## config.mk

```make
export PLATFORM = sky130hd
export DESIGN_NAME = cheri_tsmap_painter
export DESIGN_NICKNAME = d
export VERILOG_FILES = /design/src/rtl/cheri_tsmap_painter.sv
export SDC_FILE = /design/constraint.sdc
export NUM_CORES = 1
export LEC_CHECK = 0
export BUFFER_PORTS_ARGS = -buffer_cell sky130_fd_sc_hd__buf_2
export CORE_MARGIN = 4
export CORE_UTILIZATION = 62
export CTS_BUF_LIST = sky130_fd_sc_hd__clkbuf_16
export CTS_CLUSTER_DIAMETER = 30
export DETAILED_ROUTE_END_ITERATION = 8
export PLACE_DENSITY = 0.89
export SLEW_MARGIN = 15
export SYNTH_ARGS = -nofsm -noshare
export SYNTH_HDL_FRONTEND = slang
export SYNTH_SLANG_ARGS = --single-unit
```

## constraint.sdc

```tcl
create_clock -name clk_i -period 8.5 [get_ports clk_i]
set_input_delay 0.85 -clock clk_i [delete_from_list [all_inputs] [get_ports clk_i]]
set_output_delay 0.85 -clock clk_i [all_outputs]
set_load 0.01 [all_outputs]
```

## src/rtl/cheri_tsmap_painter.sv

```systemverilog
// Write-side engine for the temporal-safety revocation bitmap: sets or clears one bit
// per 8-byte heap granule over [base, top), walking the bitmap one 32-bit word at a time.
module cheri_tsmap_painter #(
    parameter logic [31:0] HeapBase  = 32'h2001_0000,
    parameter int unsigned TSMapSize = 1024
) (
    input  logic        clk_i,
    input  logic        rst_ni,
    input  logic        req_valid_i,
    output logic        req_ready_o,
    input  logic [31:0] req_base_i,
    input  logic [31:0] req_top_i,
    input  logic        req_set_i,
    output logic        busy_o,
    output logic        done_o,
    output logic        err_o,
    output logic        tsmap_cs_o,
    output logic        tsmap_we_o,
    output logic [15:0] tsmap_addr_o,
    output logic [31:0] tsmap_wdata_o,
    input  logic [31:0] tsmap_rdata_i
);

    typedef enum logic [1:0] {
        IDLE,
        RD,
        WR,
        DONE
    } state_t;

    state_t      state_reg, state_next;
    logic [15:0] w_reg, w_next;
    logic [15:0] wl_reg;
    logic [4:0]  lo_reg;
    logic [4:0]  hi_last_reg;
    logic        first_reg, first_next;
    logic        set_reg;
    logic        err_reg;

    // Request decode, evaluated directly on the request inputs at accept time.
    logic [31:0] ob, ot, gs;
    logic [32:0] ge, glast;
    logic [15:0] req_ws, req_wl;
    logic        req_err, req_empty, req_first_full, accept;

    assign ob     = req_base_i - HeapBase;
    assign ot     = req_top_i - HeapBase;
    assign gs     = ob >> 3;
    assign ge     = ({1'b0, ot} + 33'd7) >> 3;
    assign glast  = ge - 33'd1;
    assign req_ws = gs[20:5];
    assign req_wl = glast[20:5];

    // ge == 0 only occurs for an empty range at granule 0; glast would wrap there.
    assign req_err = (req_base_i < HeapBase) || (req_top_i < req_base_i) ||
                     ((ge != 33'd0) && (glast[32:5] >= 28'(TSMapSize)));
    assign req_empty      = (ge == {1'b0, gs});
    assign req_first_full = (gs[4:0] == 5'd0) &&
                            ((req_ws != req_wl) || (glast[4:0] == 5'd31));
    assign accept         = req_valid_i && (state_reg == IDLE);

    // Bit mask for the current word: bits lo..hi inclusive.
    logic [4:0]  lo, hi;
    logic [31:0] mask;
    logic        mask_full;
    logic        next_full;

    assign lo = first_reg ? lo_reg : 5'd0;
    assign hi = (w_reg == wl_reg) ? hi_last_reg : 5'd31;

    for (genvar gi = 0; gi < 32; gi++) begin : g_mask
        assign mask[gi] = (5'(gi) >= lo) && (5'(gi) <= hi);
    end

    assign mask_full = &mask;
    // The following word never has a clipped low end; only the last word can be partial.
    assign next_full = ((w_reg + 16'd1) != wl_reg) || (hi_last_reg == 5'd31);

    always_comb begin
        state_next    = state_reg;
        w_next        = w_reg;
        first_next    = first_reg;
        tsmap_cs_o    = 1'b0;
        tsmap_we_o    = 1'b0;
        tsmap_addr_o  = 16'd0;
        tsmap_wdata_o = 32'd0;
        case (state_reg)
            IDLE: begin
                if (req_valid_i) begin
                    w_next     = req_ws;
                    first_next = 1'b1;
                    if (req_err || req_empty) begin
                        state_next = DONE;
                    end else if (req_first_full) begin
                        state_next = WR;
                    end else begin
                        state_next = RD;
                    end
                end
            end
            RD: begin
                tsmap_cs_o   = 1'b1;
                tsmap_addr_o = w_reg;
                state_next   = WR;
            end
            WR: begin
                tsmap_cs_o   = 1'b1;
                tsmap_we_o   = 1'b1;
                tsmap_addr_o = w_reg;
                if (mask_full) begin
                    tsmap_wdata_o = {32{set_reg}};
                end else if (set_reg) begin
                    tsmap_wdata_o = tsmap_rdata_i | mask;
                end else begin
                    tsmap_wdata_o = tsmap_rdata_i & ~mask;
                end
                if (w_reg == wl_reg) begin
                    state_next = DONE;
                end else begin
                    w_next     = w_reg + 16'd1;
                    first_next = 1'b0;
                    state_next = next_full ? WR : RD;
                end
            end
            DONE: begin
                state_next = IDLE;
            end
            default: begin
                state_next = IDLE;
            end
        endcase
    end

    always_ff @(posedge clk_i or negedge rst_ni) begin
        if (!rst_ni) begin
            state_reg   <= IDLE;
            w_reg       <= 16'd0;
            wl_reg      <= 16'd0;
            lo_reg      <= 5'd0;
            hi_last_reg <= 5'd0;
            first_reg   <= 1'b0;
            set_reg     <= 1'b0;
            err_reg     <= 1'b0;
        end else begin
            state_reg <= state_next;
            w_reg     <= w_next;
            first_reg <= first_next;
            if (accept) begin
                wl_reg      <= req_wl;
                lo_reg      <= gs[4:0];
                hi_last_reg <= glast[4:0];
                set_reg     <= req_set_i;
                err_reg     <= req_err;
            end
        end
    end

    assign req_ready_o = (state_reg == IDLE);
    assign busy_o      = (state_reg != IDLE);
    assign done_o      = (state_reg == DONE);
    assign err_o       = (state_reg == DONE) && err_reg;

endmodule

```

After elaboration in Yosys (flattened, before gate mapping)
Cells that the tools add are included.

Input port bits: 100. Bits in registers: 47. Output and inout bits: 54.

Equal/unequal tests: 11. $add $sub $neg: 5. Bitwise operators: 3. Multiplexer cells: 20. Reductions and logical operators: 49. $lt $le $gt $ge: 67.

Operators by type and width (number): $mux 32 (3); $ge 5x5->1 const A (16); $le 5x5->1 const A (16); $sub 32x30->32 const B (2); $mux 16 (3); $ge 4x5->1 const A (8); $le 4x5->1 const A (8); $logic_and 1x1->1 (36); $add 32x3->33 const B (1); $reduce_bool 33->1 (1); $and 32x32->32 (1); $lt 32x30->1 const B (1); $lt 32x32->1 (1); $ne 16x16->1 (2); $not 32->32 (1); $or 32x32->32 (1); $pmux 16 s2 (1); $reduce_and 32->1 (1); $sub 30x1->31 const B (1); $eq 30x29->1 (1); $ge 28x11->1 const B (1); $ge 3x5->1 const A (4); $le 3x5->1 const A (4); $add 16x1->16 const B (1); 20 further kinds (40).

Depth between registers and ports, before layout
Gate-level depths: netlist of run 1.

Word-level depth: 10. Gate-level depth with buffers: 15. Gate-level depth less buffers: 14.

Least setup slack after synthesis of run 1
No wires, ideal clock.

Path kind: input port to flip-flop. Start: input req_top_i[16]. End: register state_reg[0]. Setup slack: 4.321 ns. Required time: 8.367 ns. Arrival: 4.047 ns. Buffers on the path: 2. Stages on the path: 13. Path through: buf_1 -> inv_1 -> ha_1 -> clkbuf_1 -> xnor2_1 -> nor4_1 -> and3_1 -> or4b_4 -> or3_1 -> a211o_1 -> nor4_2 -> a41o_1 -> a31oi_1.

Longest elaborated chain between the ends: 10.

Ends and longest elaborated chain: start, declared (line 12) `input logic [31:0] req_top_i,`; $sub 32x30->32 (line 47) `assign ot = req_top_i - HeapBase;`; $add 32x3->33 (line 49) `assign ge = ({1'b0, ot} + 33'd7) >> 3;`; $sub 30x1->31 (line 50) `assign glast = ge - 33'd1;`; $ge 28x11->1 or $ne 16x16->1 (tied branches) (line 56, 59); $logic_and 1x1->1 or $logic_or 1x1->1 (tied branches) (line 56, 59); $logic_or 1x1->1 or $logic_and 1x1->1 (tied branches) (line 55, 58); $logic_or 1x1->1 or $mux 2 (tied branches) (line 92, 94); $mux 2 * (line 92) `if (req_err || req_empty) begin`; $mux 2 * (line 89) `if (req_valid_i) begin`; $pmux 2 s4 * (line 87) `case (state_reg)`; end signal, assigned (line 145) `state_reg <= state_next;`; end, declared (line 31) `state_t state_reg, state_next;`.

Mark *: on every way between the ends. The rest lies on a longest branch, timed or not. The select of a mux whose other input is x is not followed. A chain may end at the register's enable or synchronous reset.

Final worst setup path of run 1
Start: input req_top_i[5]. End: register state_reg[1].

Longest elaborated chain between the ends: 10.

Ends and longest elaborated chain: $sub 32x30->32 (line 47); $add 32x3->33 (line 49); $sub 30x1->31 (line 50); $ge 28x11->1, or another cell as far along (line 56) `((ge != 33'd0) && (glast[32:5] >= 28'(TSMapSize)));`; $logic_and 1x1->1 or $logic_or 1x1->1 (tied branches) (line 56, 59); $logic_or 1x1->1 or $logic_and 1x1->1 (tied branches) (line 55, 58); $logic_or 1x1->1 or $mux 2 (tied branches) (line 92, 94); $mux 2 * (line 92); $mux 2 * (line 89); $pmux 2 s4 * (line 87).

Marks and branches as above.

==> metrics.csv, run 1 <==
stage,metric,value,unit
place,Final Wtd Congestion,0.955,
cts,clk slew on worst S/H paths,0.06,ns
worst_setup_path,"critical path, cell by cell",buf_2 -> nand4_1 -> nor3_1 -> o211ai_1 -> o21bai_1 -> nor3_1 -> xor2_1 -> or4_1 -> o21ai_0 -> a31oi_1,
drt,drt via density,6.35,
die,Initial Util,63.5,%
drt,drt pass-1 iters,5,
sta,final worst path period share,52.0,%
worst_setup_path,Critical Path RT,8.66,ns
yosys,"Async S/R FF share, synth",100,%
place,Place WS,3.89,ns
cts,cts bufs inserted,5,
sta,worst slew pin tran,1.13,ns
grt,Tot GR Track Use,30.4,%
power_and_ir_drop,LEAKAGE,0.00375,uW
yosys,Mapped Nets,1201,
worst_setup_path,Worst Reg-to-Reg Cells,11,
yosys,post-synthesis average cell area,7.18,sq um
grt,first-pass GRT wire length,36500,microns
cts,Post-CTS Setup Bufs,0,
sta,Slew headroom,24.1,%
cts,# clock sinks,47,
sta,Hold Fails Final Rpt,0,
finish,most frequent cells in the layout,"153 x buf_2, 104 x nor2_1, 93 x nand2_1, 93 x xnor2_1, 70 x a21oi_1",
grt,grt ovf,0,
worst_setup_path,CP Launch Type,primary input,
grt,largest net degree at the start of global routing,55,
worst_setup_path,Crit Path Class,in -> reg,
sta,setup violators final,0,
power_and_ir_drop,Pwr Density,240,mW/mm^2
sta,RSZ-0062 raised after global routing,false,
die,Die Span X,119,microns
hold_path,Worst Hold Launch,err_reg$_DFFE_PN0P_,
finish,diode count,0,
cts,CTS tree,yes,
hold_path,Hold Path Sink,err_reg$_DFFE_PN0P_,
yosys,post-synthesis cell area,0.00763,sq mm
drt,WL/cell,17.1,microns
finish,"commonest non-fill, non-tap cell in the layout",buf_2,
drt,DRC,0,
drt,DRT antenna net count,0,
hold_path,worst hold path depth,2,
cts,Clock Root Buffer,clkbuf_16,
worst_setup_path,max incr delay on CP,1.02,ns
finish,final instance area,0.00849,sq mm
place,Placed Area,0.00832,sq mm
place,Port-buffer cells,153,
grt,initial antenna violation count,0,
yosys,sequential area share after synthesis,15.4,%
cts,cts repair resizes,0,
cts,CTS Hold Bufs,0,
finish,layout cells sized above 1,16.8,%
sta,setup ws final,4.08,ns
finish,Layout Nets,1293,
cts,H-Tree Depth,2,
worst_setup_path,CP Max Fanout,11,
yosys,Main synth FF type,dfrtp_1,
sta,Max Clock Skew,0.00531,ns
die,Core Region,0.0120,sq mm
yosys,Yosys Warn Count,0,
worst_setup_path,FF-to-FF End,state_reg[1]$_DFFE_PN0P_,
die,I/O Pins,154,
worst_setup_path,R2R Setup Slk,5.18,ns
worst_setup_path,RR Startpoint,w_reg[1]$_DFFE_PN0P_,
worst_setup_path,"delay-heaviest family, CP",simple AND/OR/NAND/NOR gates,
yosys,"EDFF count, synth",0,
yosys,Netlist cell types,75,
finish,Layout area overhead,11.3,%
cts,clock buffer depth,2,
place,HPWL after DPL,17600,microns
worst_setup_path,Worst Setup End Kind,register,
drt,DR vias,8273,
worst_setup_path,CP most frequent cell,nor3_1,
grt,vias in the first global route,7405,
worst_setup_path,CP arrival,4.58,ns
sta,final setup TNS,0,ns
sta,max-slew violations,0,
yosys,Synth Instances,1062,
cts,latest clock arrival within the worst-skew pair,0.29,ns
hold_path,Hold Path Class,reg -> reg,
die,Die ar.,0.0141,sq mm
die,Site Rows,40,
yosys,synthesized flop and latch total,47,
worst_setup_path,Buf/Inv on CP,1,
power_and_ir_drop,Worst IR Drop VDD,0.129,mV
drt,number of DRC markers in iteration 0,1086,
outcome,outcome,"finished, final reports clean",
finish,Fillers,955,
drt,Post-Route WL,22200,microns
worst_setup_path,Critical-path top delay cell,nor3_1,
die,DIE HEIGHT,119,microns
sta,Period minus WS final,4.42,ns
sta,fmax,226,MHz
flow_run,max cap viols,0,
layer usage:
| metal | GRT usage, % | wire length (microns) | up-vias |
|---|---|---|---|
| met5 | 0 | 0 | - |
| met4 | 8.98 | 581 | 0 |
| met3 | 3.94 | 2160 | 53 |
| met2 | 49.1 | 9890 | 449 |
| met1 | 42.7 | 9580 | 3803 |
| li1 | - | - | 3968 |
layout make-up:
| class | count | area [sq um] | area share [%] |
|---|---|---|---|
| clock buffers | 5 | 125 | 1.47 |
| clock inverters | 3 | 47.5 | 0.560 |
| multi-input cells | 897 | 5990 | 70.5 |
| flip-flops and latches | 47 | 1180 | 13.9 |
| well taps | 147 | 184 | 2.17 |
| repair buffers | 157 | 796 | 9.37 |
| inverters | 46 | 173 | 2.03 |
tightest hold or removal path: stages (launching register included):
cell and delay (ns):
dfrtp_1 0.34, nand2_1 0.05, o21ai_1 0.06
metrics by stage:
stage               instances  total power, uW  util, %  hold slack (ns)
CTS                      1302             2020     70.7            0.488
detailed placement       1294             1780     69.3            0.474
global placement         1294             1740     69.3            0.474
global route             1302             2200     70.7            0.529
finish                   1302             2030     70.7            0.483
floorplan                1062             1400        -            0.448
power by group:
group	internal [uW]	total, uW	switching, uW
clock network	140	227	86.8
logic	543	1250	707
registers	331	556	226
total	1010	2030	1020
Yosys cell counts (6+ instances only):
library cell | instances | share of area [%]
o22ai_1 | 13 | 1.1
buf_2 | 11 | 0.72
nor3b_1 | 8 | 0.79
o21ai_0 | 58 | 3.8
inv_1 | 44 | 2.2
xor2_1 | 44 | 5.1
and2_1 | 23 | 1.9
a211oi_1 | 7 | 0.69
mux2i_1 | 39 | 5.1
a31oi_1 | 8 | 0.66
nand3_1 | 40 | 2.6
nor3_1 | 38 | 2.5
nand2_1 | 93 | 4.6
a211o_1 | 7 | 0.80
dfrtp_1 | 47 | 15
or3_1 | 15 | 1.2
nand2b_1 | 9 | 0.74
ha_1 | 39 | 6.4
nor2_1 | 104 | 5.1
o22a_1 | 8 | 0.92
o31ai_1 | 8 | 0.79
nand4_1 | 21 | 1.7
and3_1 | 16 | 1.3
a21o_1 | 13 | 1.3
mux2_2 | 10 | 1.5
nor2b_1 | 6 | 0.49
xnor2_1 | 93 | 11
o21a_1 | 10 | 0.98
nor4_1 | 17 | 1.4
clkbuf_1 | 57 | 2.8
a21oi_1 | 70 | 4.6
cells by family (layout without fill, tap and decap cells):
group                      count (synthesis)  count (layout)  share of synthesized area [%]
DFF                                       47              47                           15.4
xor gates and xnor gates                 139             139                           16.3
AOI/OAI and AO/OA                        243             243                           20.5
muxes                                     49              49                           6.59
adders and majority gates                 39              39                           6.40
and+or+nand+nor                          427             427                           28.8
buffers and inverters                    118             211                           6.08
worst max-delay path by stage:
stage                               end          start  cells after the start
2_1_floorplan  state_reg[0]$_DFFE_PN0P_  req_top_i[16]                     13
3_3_place_gp   state_reg[1]$_DFFE_PN0P_   req_top_i[5]                     10
3_5_place_dp   state_reg[0]$_DFFE_PN0P_   req_top_i[5]                     11
4_1_cts        state_reg[0]$_DFFE_PN0P_   req_top_i[5]                     11
5_1_grt        state_reg[0]$_DFFE_PN0P_   req_top_i[5]                     11
6_report       state_reg[1]$_DFFE_PN0P_   req_top_i[5]                     10
Note: power is estimated with default switching activity, not from simulation.
==> run 2, diff against run 1 <==
--- a/config.mk
+++ b/config.mk
@@ -7,11 +7,11 @@
 export LEC_CHECK = 0
 export BUFFER_PORTS_ARGS = -buffer_cell sky130_fd_sc_hd__buf_2
 export CORE_MARGIN = 4
-export CORE_UTILIZATION = 62
+export CORE_UTILIZATION = 58
 export CTS_BUF_LIST = sky130_fd_sc_hd__clkbuf_16
 export CTS_CLUSTER_DIAMETER = 30
 export DETAILED_ROUTE_END_ITERATION = 8
-export PLACE_DENSITY = 0.89
+export PLACE_DENSITY = 0.84
 export SLEW_MARGIN = 15
 export SYNTH_ARGS = -nofsm -noshare
 export SYNTH_HDL_FRONTEND = slang
==> constraint.sdc (replaced) <==
create_clock -name clk_i -period 4.5 [get_ports clk_i]
set_input_delay 0.45 -clock clk_i [delete_from_list [all_inputs] [get_ports clk_i]]
set_output_delay 0.45 -clock clk_i [all_outputs]
set_load 0.01 [all_outputs]
==> metrics.csv, run 2 (synthesis gave the netlist of run 1 again) <==
stage,metric,value,unit
die,I/O Pins,154,
grt,first-pass GRT wire length,35000,microns
worst_setup_path,R2R Setup Slk,1.22,ns
sta,final setup TNS,0,ns
grt,most used routing layer,met2,
die,Initial Util,59.7,%
worst_setup_path,Crit Path Class,reg -> out,
drt,number of DRC markers in iteration 0,976,
power_and_ir_drop,LEAKAGE,0.00378,uW
sta,RSZ-0062 raised after global routing,false,
sta,setup ws final,0.590,ns
power_and_ir_drop,Pwr Density,448,mW/mm^2
finish,Layout area overhead,12.2,%
drt,DRT antenna net count,0,
sta,Period minus WS final,3.91,ns
finish,layout cells sized above 1,17.2,%
sta,Max Clock Skew,0.00544,ns
worst_setup_path,"delay-heaviest family, CP",simple AND/OR/NAND/NOR gates,
cts,clk slew on worst S/H paths,0.07,ns
sta,setup violators final,0,
finish,Fillers,1162,
cts,cts repair resizes,0,
flow_run,max cap viols,0,
sta,Slew headroom,30.9,%
sta,max-slew violations,0,
cts,latest clock arrival within the worst-skew pair,0.29,ns
worst_setup_path,Critical-path top delay cell,nor4b_1,
drt,DR vias,8146,
cts,Clock Root Buffer,clkbuf_16,
grt,vias in the first global route,7065,
cts,# clock sinks,47,
grt,initial antenna violation count,0,
hold_path,Hold Path Class,in -> async,
grt,largest net degree at the start of global routing,55,
die,Site Rows,41,
place,Place WS,0.510,ns
finish,most frequent cells in the layout,"153 x buf_2, 104 x nor2_1, 93 x nand2_1, 93 x xnor2_1, 70 x a21oi_1",
finish,multi-input logic area,0.00599,sq mm
grt,met1 global-route usage,41.4,%
finish,diode count,0,
die,Die Span X,123,microns
sta,Hold Fails Final Rpt,0,
die,Core Region,0.0128,sq mm
cts,H-Tree Depth,2,
drt,drt via density,6.12,
worst_setup_path,Worst Setup End Kind,output pin,
drt,Post-Route WL,22100,microns
worst_setup_path,Buf/Inv on CP,2,
sta,final worst path period share,86.9,%
finish,"commonest non-fill, non-tap cell in the layout",buf_2,
grt,grt met2 use,44.1,%
cts,clock buffer depth,2,
worst_setup_path,CP Launch Type,register,
cts,Post-CTS Setup Bufs,0,
cts,cts bufs inserted,5,
place,HPWL after DPL,17700,microns
finish,Storage cell area,0.00118,sq mm
worst_setup_path,CP most frequent cell,nor2_1,
worst_setup_path,"critical path, cell by cell",xor2_1 -> nor4b_1 -> nand3_1 -> buf_4 -> nor2_1 -> nand2_1 -> o21ai_0 -> mux2i_1 -> nor2_1 -> buf_2,
place,Final Wtd Congestion,1.01,
grt,grt ovf,0,
worst_setup_path,Critical Path RT,4.05,ns
worst_setup_path,FF-to-FF End,state_reg[1]$_DFFE_PN0P_,
worst_setup_path,CP arrival,3.46,ns
die,DIE HEIGHT,123,microns
drt,DRC,0,
finish,Layout Nets,1298,
drt,drt pass-1 iters,5,
drt,WL/cell,16.6,microns
outcome,outcome,"finished, final reports clean",
worst_setup_path,Worst Reg-to-Reg Cells,11,
cts,CTS Hold Bufs,0,
place,Port-buffer cells,153,
worst_setup_path,max incr delay on CP,0.59,ns
sta,fmax,256,MHz
sta,worst slew pin tran,1.04,ns
power_and_ir_drop,Worst IR Drop VDD,0.251,mV
grt,Tot GR Track Use,28.5,%
cts,CTS tree,yes,
worst_setup_path,CP Max Fanout,12,
grt,met3 Track Usage GR,3.00,%
die,Die ar.,0.0151,sq mm
worst_setup_path,RR Startpoint,w_reg[0]$_DFFE_PN0P_,
## run 2: area by class of cell
class | instances | area share [%]
clock buffer | 5 | 1.46
clock inverter | 3 | 0.555
inverter | 46 | 2.02
multi-input combinational | 897 | 70.0
sequential | 47 | 13.7
tap | 172 | 2.51
timing repair buffer | 162 | 9.74
## run 2: power breakdown
part | total (uW) | internal (uW) | switching [uW]
Combinational | 2350 | 1020 | 1320
Sequential | 1050 | 624 | 424
Clock | 436 | 265 | 171
## run 2: stage by stage
stage / hold slack (ns) / instance area [sq um] / power, uW / instances / utilization, %
2_1_floorplan: 0.154 / 7630 / 2650 / 1062 / -
3_3_place_gp: 0.480 / 8390 / 3290 / 1324 / 65.7
3_5_place_dp: 0.490 / 8390 / 3360 / 1324 / 65.7
4_1_cts: 0.372 / 8560 / 3810 / 1332 / 67.0
5_1_grt: 0.388 / 8560 / 4150 / 1332 / 67.0
6_report: 0.336 / 8560 / 3830 / 1332 / 67.0
## run 2: metal layers
layer	part of all wire [%]	vias up
li1	-	3993
met1	44	3728
met2	44	388
met3	9.0	37
met4	2.6	0
met5	0	-
## run 2: worst max-delay path by stage
stage,from,depth (start not counted),end,slack [ns]
floorplan,req_top_i[16],13,state_reg[0]$_DFFE_PN0P_,0.72
global placement,req_top_i[16],10,state_reg[0]$_DFFE_PN0P_,0.62
detailed placement,req_top_i[16],10,state_reg[1]$_DFFE_PN0P_,0.51
CTS,w_reg[13]$_DFFE_PN0P_,9,tsmap_wdata_o[6],0.66
global route,w_reg[6]$_DFFE_PN0P_,11,tsmap_wdata_o[2],0.31
finish,w_reg[13]$_DFFE_PN0P_,10,tsmap_wdata_o[2],0.59
## run 2: worst reg2reg max path: stages (launching register included)
cell and delay [ns]:
dfrtp_1 0.50, ha_1 0.31, nand4_1 0.21, nor4_1 0.73, nor3b_1 0.26, nor3_1 0.06
a211o_1 0.26, o21a_1 0.11, a211o_1 0.28, a211o_1 0.29, o31ai_1 0.07, a31oi_1 0.06
